### src/rtl/vga_timing_gen.sv
// ----------------------------------------------------------------------------
// vga_timing_gen
//
// Parametrised VGA timing generator and pixel pipeline. A clock-enable divider
// produces one pix_ce per pixel. Horizontal and vertical counters generate the
// framebuffer fetch coordinates. Sync and blank are delayed so that they line
// up with the colour that comes back from the framebuffer. Colour is forced to
// zero outside the active area. Double-buffer swaps are only accepted on entry
// to vertical front porch.
//
// Ports
//   CLOCK_50            in   system clock
//   resetn              in   asynchronous, active-low reset
//   pix_ce              out  one-CLOCK_50 pulse per pixel
//   VGA_CLK             out  registered pixel clock to the DAC
//   x / y               out  fetch coordinates (counters >> SCALE_SHIFT)
//   fetch_en            out  counters lie inside the active area
//   R_in / G_in / B_in  in   framebuffer colour, PIPE_LAT pixels after x/y
//   VGA_R / VGA_G / VGA_B  out  registered colour, zero when blanked
//   VGA_HS / VGA_VS     out  sync pulses, polarity set by HS_POL / VS_POL
//   VGA_BLANK           out  high while the delayed pixel is visible
//   VGA_SYNC            out  tied high
//   frame_start         out  pulse on the pix_ce at hcount=0, vcount=0
//   swap_req            in   level request for a buffer swap
//   swap_ack            out  one-pixel pulse when a swap is taken
//   buf_sel             out  display buffer index
//
// Vertical FSM
//   state      | meaning
//   ST_V_ACT   | visible lines 0..V_ACTIVE-1
//   ST_V_FRONT | vertical front porch
//   ST_V_SYNC  | vertical sync pulse
//   ST_V_BACK  | vertical back porch
// ----------------------------------------------------------------------------
module vga_timing_gen #(
  parameter int H_ACTIVE    = 640,
  parameter int H_FP        = 16,
  parameter int H_SYNC      = 96,
  parameter int H_BP        = 48,
  parameter int V_ACTIVE    = 480,
  parameter int V_FP        = 10,
  parameter int V_SYNC      = 2,
  parameter int V_BP        = 33,
  parameter bit HS_POL      = 1'b0,
  parameter bit VS_POL      = 1'b0,
  parameter int CLK_DIV     = 2,
  parameter int SCALE_SHIFT = 1,
  parameter int PIPE_LAT    = 1,
  parameter int COLOR_W     = 10,
  parameter int X_W         = 9,
  parameter int Y_W         = 8
) (
  input  logic               CLOCK_50,
  input  logic               resetn,
  output logic               pix_ce,
  output logic               VGA_CLK,
  output logic [X_W-1:0]     x,
  output logic [Y_W-1:0]     y,
  output logic               fetch_en,
  input  logic [COLOR_W-1:0] R_in,
  input  logic [COLOR_W-1:0] G_in,
  input  logic [COLOR_W-1:0] B_in,
  output logic [COLOR_W-1:0] VGA_R,
  output logic [COLOR_W-1:0] VGA_G,
  output logic [COLOR_W-1:0] VGA_B,
  output logic               VGA_HS,
  output logic               VGA_VS,
  output logic               VGA_BLANK,
  output logic               VGA_SYNC,
  output logic               frame_start,
  input  logic               swap_req,
  output logic               swap_ack,
  output logic               buf_sel
);

  localparam int H_TOTAL = H_ACTIVE + H_FP + H_SYNC + H_BP;
  localparam int V_TOTAL = V_ACTIVE + V_FP + V_SYNC + V_BP;
  localparam int DIV_W   = $clog2(CLK_DIV);

  localparam logic [DIV_W-1:0] DIV_LAST = DIV_W'(CLK_DIV - 1);
  localparam logic [DIV_W-1:0] DIV_HALF = DIV_W'(CLK_DIV / 2);

  localparam logic [11:0] H_LAST     = 12'(H_TOTAL - 1);
  localparam logic [11:0] V_LAST     = 12'(V_TOTAL - 1);
  localparam logic [11:0] H_ACT_END  = 12'(H_ACTIVE);
  localparam logic [11:0] V_ACT_END  = 12'(V_ACTIVE);
  localparam logic [11:0] HS_START   = 12'(H_ACTIVE + H_FP);
  localparam logic [11:0] HS_END     = 12'(H_ACTIVE + H_FP + H_SYNC);
  localparam logic [11:0] VACT_LAST  = 12'(V_ACTIVE - 1);
  localparam logic [11:0] VFP_LAST   = 12'(V_ACTIVE + V_FP - 1);
  localparam logic [11:0] VSYNC_LAST = 12'(V_ACTIVE + V_FP + V_SYNC - 1);

  typedef enum logic [1:0] {
    ST_V_ACT,
    ST_V_FRONT,
    ST_V_SYNC,
    ST_V_BACK
  } vstate_t;

  logic [DIV_W-1:0]   div_q, div_d;
  logic               vga_clk_q;
  logic [11:0]        hcount_q, hcount_d;
  logic [11:0]        vcount_q, vcount_d;
  logic               h_wrap;
  vstate_t            vstate_q;
  logic               swap_ack_q;
  logic               buf_sel_q;
  logic               hs_raw, vs_raw, blank_raw;
  logic [PIPE_LAT:0]  hs_pipe_q, hs_pipe_d;
  logic [PIPE_LAT:0]  vs_pipe_q, vs_pipe_d;
  logic [PIPE_LAT:0]  blank_pipe_q, blank_pipe_d;
  logic [COLOR_W-1:0] r_q, g_q, b_q;

  // ------------------------------------------------------------------------
  // Pixel divider and counters
  // ------------------------------------------------------------------------
  assign pix_ce = (div_q == DIV_LAST);
  assign h_wrap = (hcount_q == H_LAST);

  always_comb begin
    div_d    = pix_ce ? '0 : div_q + DIV_W'(1);
    hcount_d = hcount_q;
    vcount_d = vcount_q;
    if (pix_ce) begin
      if (h_wrap) begin
        hcount_d = '0;
        vcount_d = (vcount_q == V_LAST) ? '0 : vcount_q + 12'd1;
      end else begin
        hcount_d = hcount_q + 12'd1;
      end
    end
  end

  always_ff @(posedge CLOCK_50 or negedge resetn) begin
    if (!resetn) begin
      div_q     <= '0;
      vga_clk_q <= 1'b0;
      hcount_q  <= '0;
      vcount_q  <= '0;
    end else begin
      div_q     <= div_d;
      vga_clk_q <= (div_q >= DIV_HALF);
      hcount_q  <= hcount_d;
      vcount_q  <= vcount_d;
    end
  end

  // ------------------------------------------------------------------------
  // Vertical FSM and swap arbitration. The swap decision is made on the same
  // pix_ce that leaves the last visible line, so the new buffer is selected
  // for the whole of vertical blank.
  // ------------------------------------------------------------------------
  always_ff @(posedge CLOCK_50 or negedge resetn) begin
    if (!resetn) begin
      vstate_q   <= ST_V_ACT;
      swap_ack_q <= 1'b0;
      buf_sel_q  <= 1'b0;
    end else if (pix_ce) begin
      swap_ack_q <= 1'b0;
      if (h_wrap) begin
        case (vstate_q)
          ST_V_ACT: begin
            if (vcount_q == VACT_LAST) begin
              vstate_q <= ST_V_FRONT;
              if (swap_req) begin
                swap_ack_q <= 1'b1;
                buf_sel_q  <= ~buf_sel_q;
              end
            end
          end
          ST_V_FRONT: if (vcount_q == VFP_LAST)   vstate_q <= ST_V_SYNC;
          ST_V_SYNC:  if (vcount_q == VSYNC_LAST) vstate_q <= ST_V_BACK;
          ST_V_BACK:  if (vcount_q == V_LAST)     vstate_q <= ST_V_ACT;
          default:                                vstate_q <= ST_V_ACT;
        endcase
      end
    end
  end

  // ------------------------------------------------------------------------
  // Raw syncs / blank and their alignment pipeline. Pipes hold active-high
  // values; polarity is applied at the pins so reset fills them inactive.
  // ------------------------------------------------------------------------
  assign hs_raw    = (hcount_q >= HS_START) && (hcount_q < HS_END);
  assign vs_raw    = (vstate_q == ST_V_SYNC);
  assign blank_raw = (hcount_q < H_ACT_END) && (vstate_q == ST_V_ACT);

  always_comb begin
    hs_pipe_d       = hs_pipe_q;
    vs_pipe_d       = vs_pipe_q;
    blank_pipe_d    = blank_pipe_q;
    hs_pipe_d[0]    = hs_raw;
    vs_pipe_d[0]    = vs_raw;
    blank_pipe_d[0] = blank_raw;
    for (int i = 1; i <= PIPE_LAT; i++) begin
      hs_pipe_d[i]    = hs_pipe_q[i-1];
      vs_pipe_d[i]    = vs_pipe_q[i-1];
      blank_pipe_d[i] = blank_pipe_q[i-1];
    end
  end

  // blank_pipe_d[PIPE_LAT] is the blank of the pixel whose colour is at the
  // inputs right now; gating with it keeps colour coincident with VGA_BLANK.
  always_ff @(posedge CLOCK_50 or negedge resetn) begin
    if (!resetn) begin
      hs_pipe_q    <= '0;
      vs_pipe_q    <= '0;
      blank_pipe_q <= '0;
      r_q          <= '0;
      g_q          <= '0;
      b_q          <= '0;
    end else if (pix_ce) begin
      hs_pipe_q    <= hs_pipe_d;
      vs_pipe_q    <= vs_pipe_d;
      blank_pipe_q <= blank_pipe_d;
      r_q          <= blank_pipe_d[PIPE_LAT] ? R_in : '0;
      g_q          <= blank_pipe_d[PIPE_LAT] ? G_in : '0;
      b_q          <= blank_pipe_d[PIPE_LAT] ? B_in : '0;
    end
  end

  // ------------------------------------------------------------------------
  // Outputs
  // ------------------------------------------------------------------------
  assign VGA_CLK     = vga_clk_q;
  assign x           = X_W'(hcount_q >> SCALE_SHIFT);
  assign y           = Y_W'(vcount_q >> SCALE_SHIFT);
  assign fetch_en    = (hcount_q < H_ACT_END) && (vcount_q < V_ACT_END);
  // Gated by pix_ce so it is a single-cycle pulse and stays low in reset.
  assign frame_start = pix_ce && (hcount_q == '0) && (vcount_q == '0);
  assign VGA_R       = r_q;
  assign VGA_G       = g_q;
  assign VGA_B       = b_q;
  assign VGA_HS      = hs_pipe_q[PIPE_LAT] ? HS_POL : ~HS_POL;
  assign VGA_VS      = vs_pipe_q[PIPE_LAT] ? VS_POL : ~VS_POL;
  assign VGA_BLANK   = blank_pipe_q[PIPE_LAT];
  assign VGA_SYNC    = 1'b1;
  assign swap_ack    = swap_ack_q;
  assign buf_sel     = buf_sel_q;

endmodule

### config.mk
export PLATFORM = sky130hd
export DESIGN_NAME = vga_timing_gen
export DESIGN_NICKNAME = d
export VERILOG_FILES = /design/src/rtl/vga_timing_gen.sv
export SDC_FILE = /design/constraint.sdc
export NUM_CORES = 1
export LEC_CHECK = 0
export ABC_AREA = 1
export CAP_MARGIN = 0
export CORE_MARGIN = 2
export CORE_UTILIZATION = 45
export CTS_CLUSTER_DIAMETER = 200
export DETAILED_ROUTE_END_ITERATION = 8
export MAX_ROUTING_LAYER = met4
export PLACE_DENSITY = 0.72
export SETUP_SLACK_MARGIN = 0.4
export SKIP_LAST_GASP = 1
export SLEW_MARGIN = 20
export SYNTH_ARGS = -nofsm -noshare
export SYNTH_HDL_FRONTEND = slang
export SYNTH_SLANG_ARGS = --single-unit
### constraint.sdc
create_clock -name CLOCK_50 -period 2.86 [get_ports CLOCK_50]
set_input_delay 0.429 -clock CLOCK_50 [delete_from_list [all_inputs] [get_ports CLOCK_50]]
set_output_delay 0.429 -clock CLOCK_50 [all_outputs]
set_load 0.03 [all_outputs]
==> metrics.yaml <==
detailed_routing:
  drc: 0
  drt_iter0_drc: 155
  routed_wl_um: 8250
  antenna_left: 0
  routedWlPerCell_um: 13.8
  vias: 2962
  dr.pass1.iters: 4
  vias_per_cell: 4.97
synth:
  ys_warn_count: 0
  yosysSeqAreaShare: 0.486
  netlist_area_sq_um: 3400
  synth.top_cell.area_share: 0.486
  ys_ff_latch: 66
  syn_avg_cell_area_sq_um: 8.02
  ys_types: 26
  synth_top_area_cell: "dfrtp_1"
  syn_inst: 424
  synthTopCellsByArea: "dfrtp_1 (49%), nand2_1 (13%), nand3_1 (8.4%)"
  synth_nets: 467
placed_design:
  placed_cells_incl_taps: 581
  post-place-ws_ns: 0.660
  dp_hpwl_um: 5730
  gp_congestion: 0.880
  io_buffers: 88
worst_setup_path:
  cp_max_fo: 4
  crit_path_cell_trace: "nor2_2 -> nand2_1 -> nor4_1 -> dlygate4sd2_1"
  crit_path_end_kind: "output pin"
  worstPathArrival_ns: 1.86
  max_stage_delay_ns: 0.46
  worstSetupPathType: "reg2out"
  critPathTopFamily: "simple AND/OR/NAND/NOR gates"
  crit_buf_inv: 1
  r2r.worst_path.cells: 7
  rrSetupSlack_ns: 0.87
  critPathLaunchType: "flop"
  cp.depth: 4
  worstPathRequired_ns: 2.43
  cpMaxStageDelayCell: "dlygate4sd2_1"
final_layout:
  multiInputGateArea_sq_um: 1380
  antenna_cells: 0
  instances_no_fill: 596
  nets: 536
  drive_gt1_frac: 0.0644
  ff_latch_area_sq_um: 1650
  synthToLayoutAreaGrowth_pct: 31.0
  fillers: 688
pwr:
  netSwitchingPower_uw: 454
  p_comb_frac: 0.088
  vdd_drop_max_v: 0.000342
  powerDensity_nw_per_um2: 452
  pwr-share-seq: 0.481
  leakage_uw: 0.00211
  p_int_uw: 1560
  switching_share: 0.226
  clkPwrFrac: 0.431
clocking:
  holdBufCountCts: 0
  clkSinkCount: 66
  clk_latency_ns: 0.35
  clk_pin_slew_worst_paths_ns: 0.07
  h-tree-depth: 3
  clock-root-buffer: "clkbuf_8"
  cts_buffer_depth: 2
  cts_made_buffers: 9
  cts_tree: "built"
floorplanning:
  start_util: 0.466
  dieArea_sq_um: 8270
  die_h_um: 90.9
  rows: 31
  chipWidth_um: 90.9
  num_io_pins: 90
  core_area_sq_um: 7290
sta:
  grt_setup_unrepaired: "no"
  min_period_ns: 2.29
  maxSlewHeadroom: 0.335
  setup_viol: 0
  slew_violations: 0
  fin_skew_ns: 0.00783
  fmax_mhz: 437
  tightest_slew_ns: 0.998
  setup_slack_ns: 0.573
  final_hold_viol_count: 0
  fin_tns_setup_ns: 0
  min_period_over_period: 0.800
job:
  cap_violations: 0
worst_hold_path:
  hold_class: "in2async"
grt:
  grt_pass1_vias: 2952
  grt_start_max_net_pins: 67
  overflow: 0
  antenna_found_initial: 0
  grt_use_total: 0.214
  grt_pass1_wl_um: 13700
run_status:
  status: "complete, no violations"
-- cell usage after synthesis --
library cell,number
nand2_1,119
dfrtp_1,66
nand3_1,57
inv_1,41
nor2_1,31
buf_4,20
o21ai_0,19
clkbuf_1,11
ha_1,10
nand4_1,9
nor3_1,7
xor2_1,7
a21oi_1,5
nor2_2,4
or2_2,3
nand2_2,2
nor4_1,2
o21bai_1,2
xnor2_1,2
buf_2,1
clkbuf_2,1
conb_1,1
inv_6,1
nand3b_1,1
nor3_4,1
o41ai_1,1
-- cell usage in the layout, fill, tap and decap left out, types with 2 or more instances in the layout --
cell / count
nand2_1: 119
xor2_1: 7
clkdlybuf4s50_1: 85
nand2_2: 2
inv_1: 41
clkbuf_8: 14
nand4_1: 9
o21ai_0: 19
dfrtp_1: 65
nor2_1: 31
a21oi_1: 5
o21bai_1: 2
ha_1: 10
nor2_2: 4
nor4_1: 2
xnor2_1: 2
buf_4: 3
nor3_1: 7
or2_2: 3
nand3_1: 57
-- logic make-up after synthesis --
logic type,Yosys count,share of synthesized area
buffers and inverters,75,0.107
XOR/XNOR,9,0.0232
AO/OA/AOI/OAI,27,0.0423
AND/OR/NAND/NOR,236,0.304
adder cells (fa/ha/maj),10,0.0368
flip-flops,66,0.486
other,1,0.00110
-- through the flow --
stage | utilization | cell area (sq um) | power, uW | hold slack, ns
after floorplan | - | 3400 | 1050 | 0.133
after global placement | 0.580 | 4230 | 1160 | 0.457
after detailed placement | 0.580 | 4230 | 1160 | 0.464
after CTS | 0.611 | 4450 | 2030 | 0.104
after global routing | 0.611 | 4450 | 2090 | 0.107
final | 0.611 | 4450 | 2010 | 0.0715
-- timing repair --
item / 4_1_cts / 5_1_grt
pin swaps: 0 / 0
setup endpoints to repair: 1 / 2
gates resized for setup: 1 / 1
buffers inserted: 0 / 0
-- power groups by stage --
stage,logic (uW),clock network [uW],registers (uW)
after global routing,190,927,969
after global placement,177,0,984
final,177,867,968
after CTS,179,881,968
after detailed placement,179,0,984
after floorplan,20.9,0,1030
-- final cells by class --
cell class	instances	share of cell area
clock inverter	1	0.00674
timing repair buffer	91	0.204
multi-input combinational	283	0.311
tap	99	0.0278
inverter	42	0.0365
sequential	66	0.371
clock buffer	14	0.0433
-- path summary, 6_finish.rpt --
path | startpoint | endpoint
worst max-delay path | hcount_q[10] | fetch_en
worst min-delay path | resetn | hcount_q[7]
worst max register to register | hcount_q[1] | vcount_q[9]
worst min register to register | buf_sel | buf_sel
max in group asynchronous | resetn | vcount_q[3]
min in group CLOCK_50 | buf_sel | buf_sel
-- routing by layer --
metal | vias up | share of wire | global-route usage
met1 | 1377 | 0.47 | 0.287
met2 | 110 | 0.44 | 0.310
met5 | - | 0 | -
li1 | 1461 | - | -
met4 | 0 | 0.018 | 0.0934
met3 | 14 | 0.076 | 0.0543
-- flip-flops by register name, summed over array words and instances (netlist names) --
signal        count
VGA_G            10
VGA_R            10
hcount_q         12
VGA_B            10
swap_ack          1
vs_pipe_q         2
blank_pipe_q      2
vstate_q          2
pix_ce            1
hs_pipe_q         2
vcount_q         12
buf_sel           1
VGA_CLK           1
Note: power is estimated with default switching activity, not from simulation.
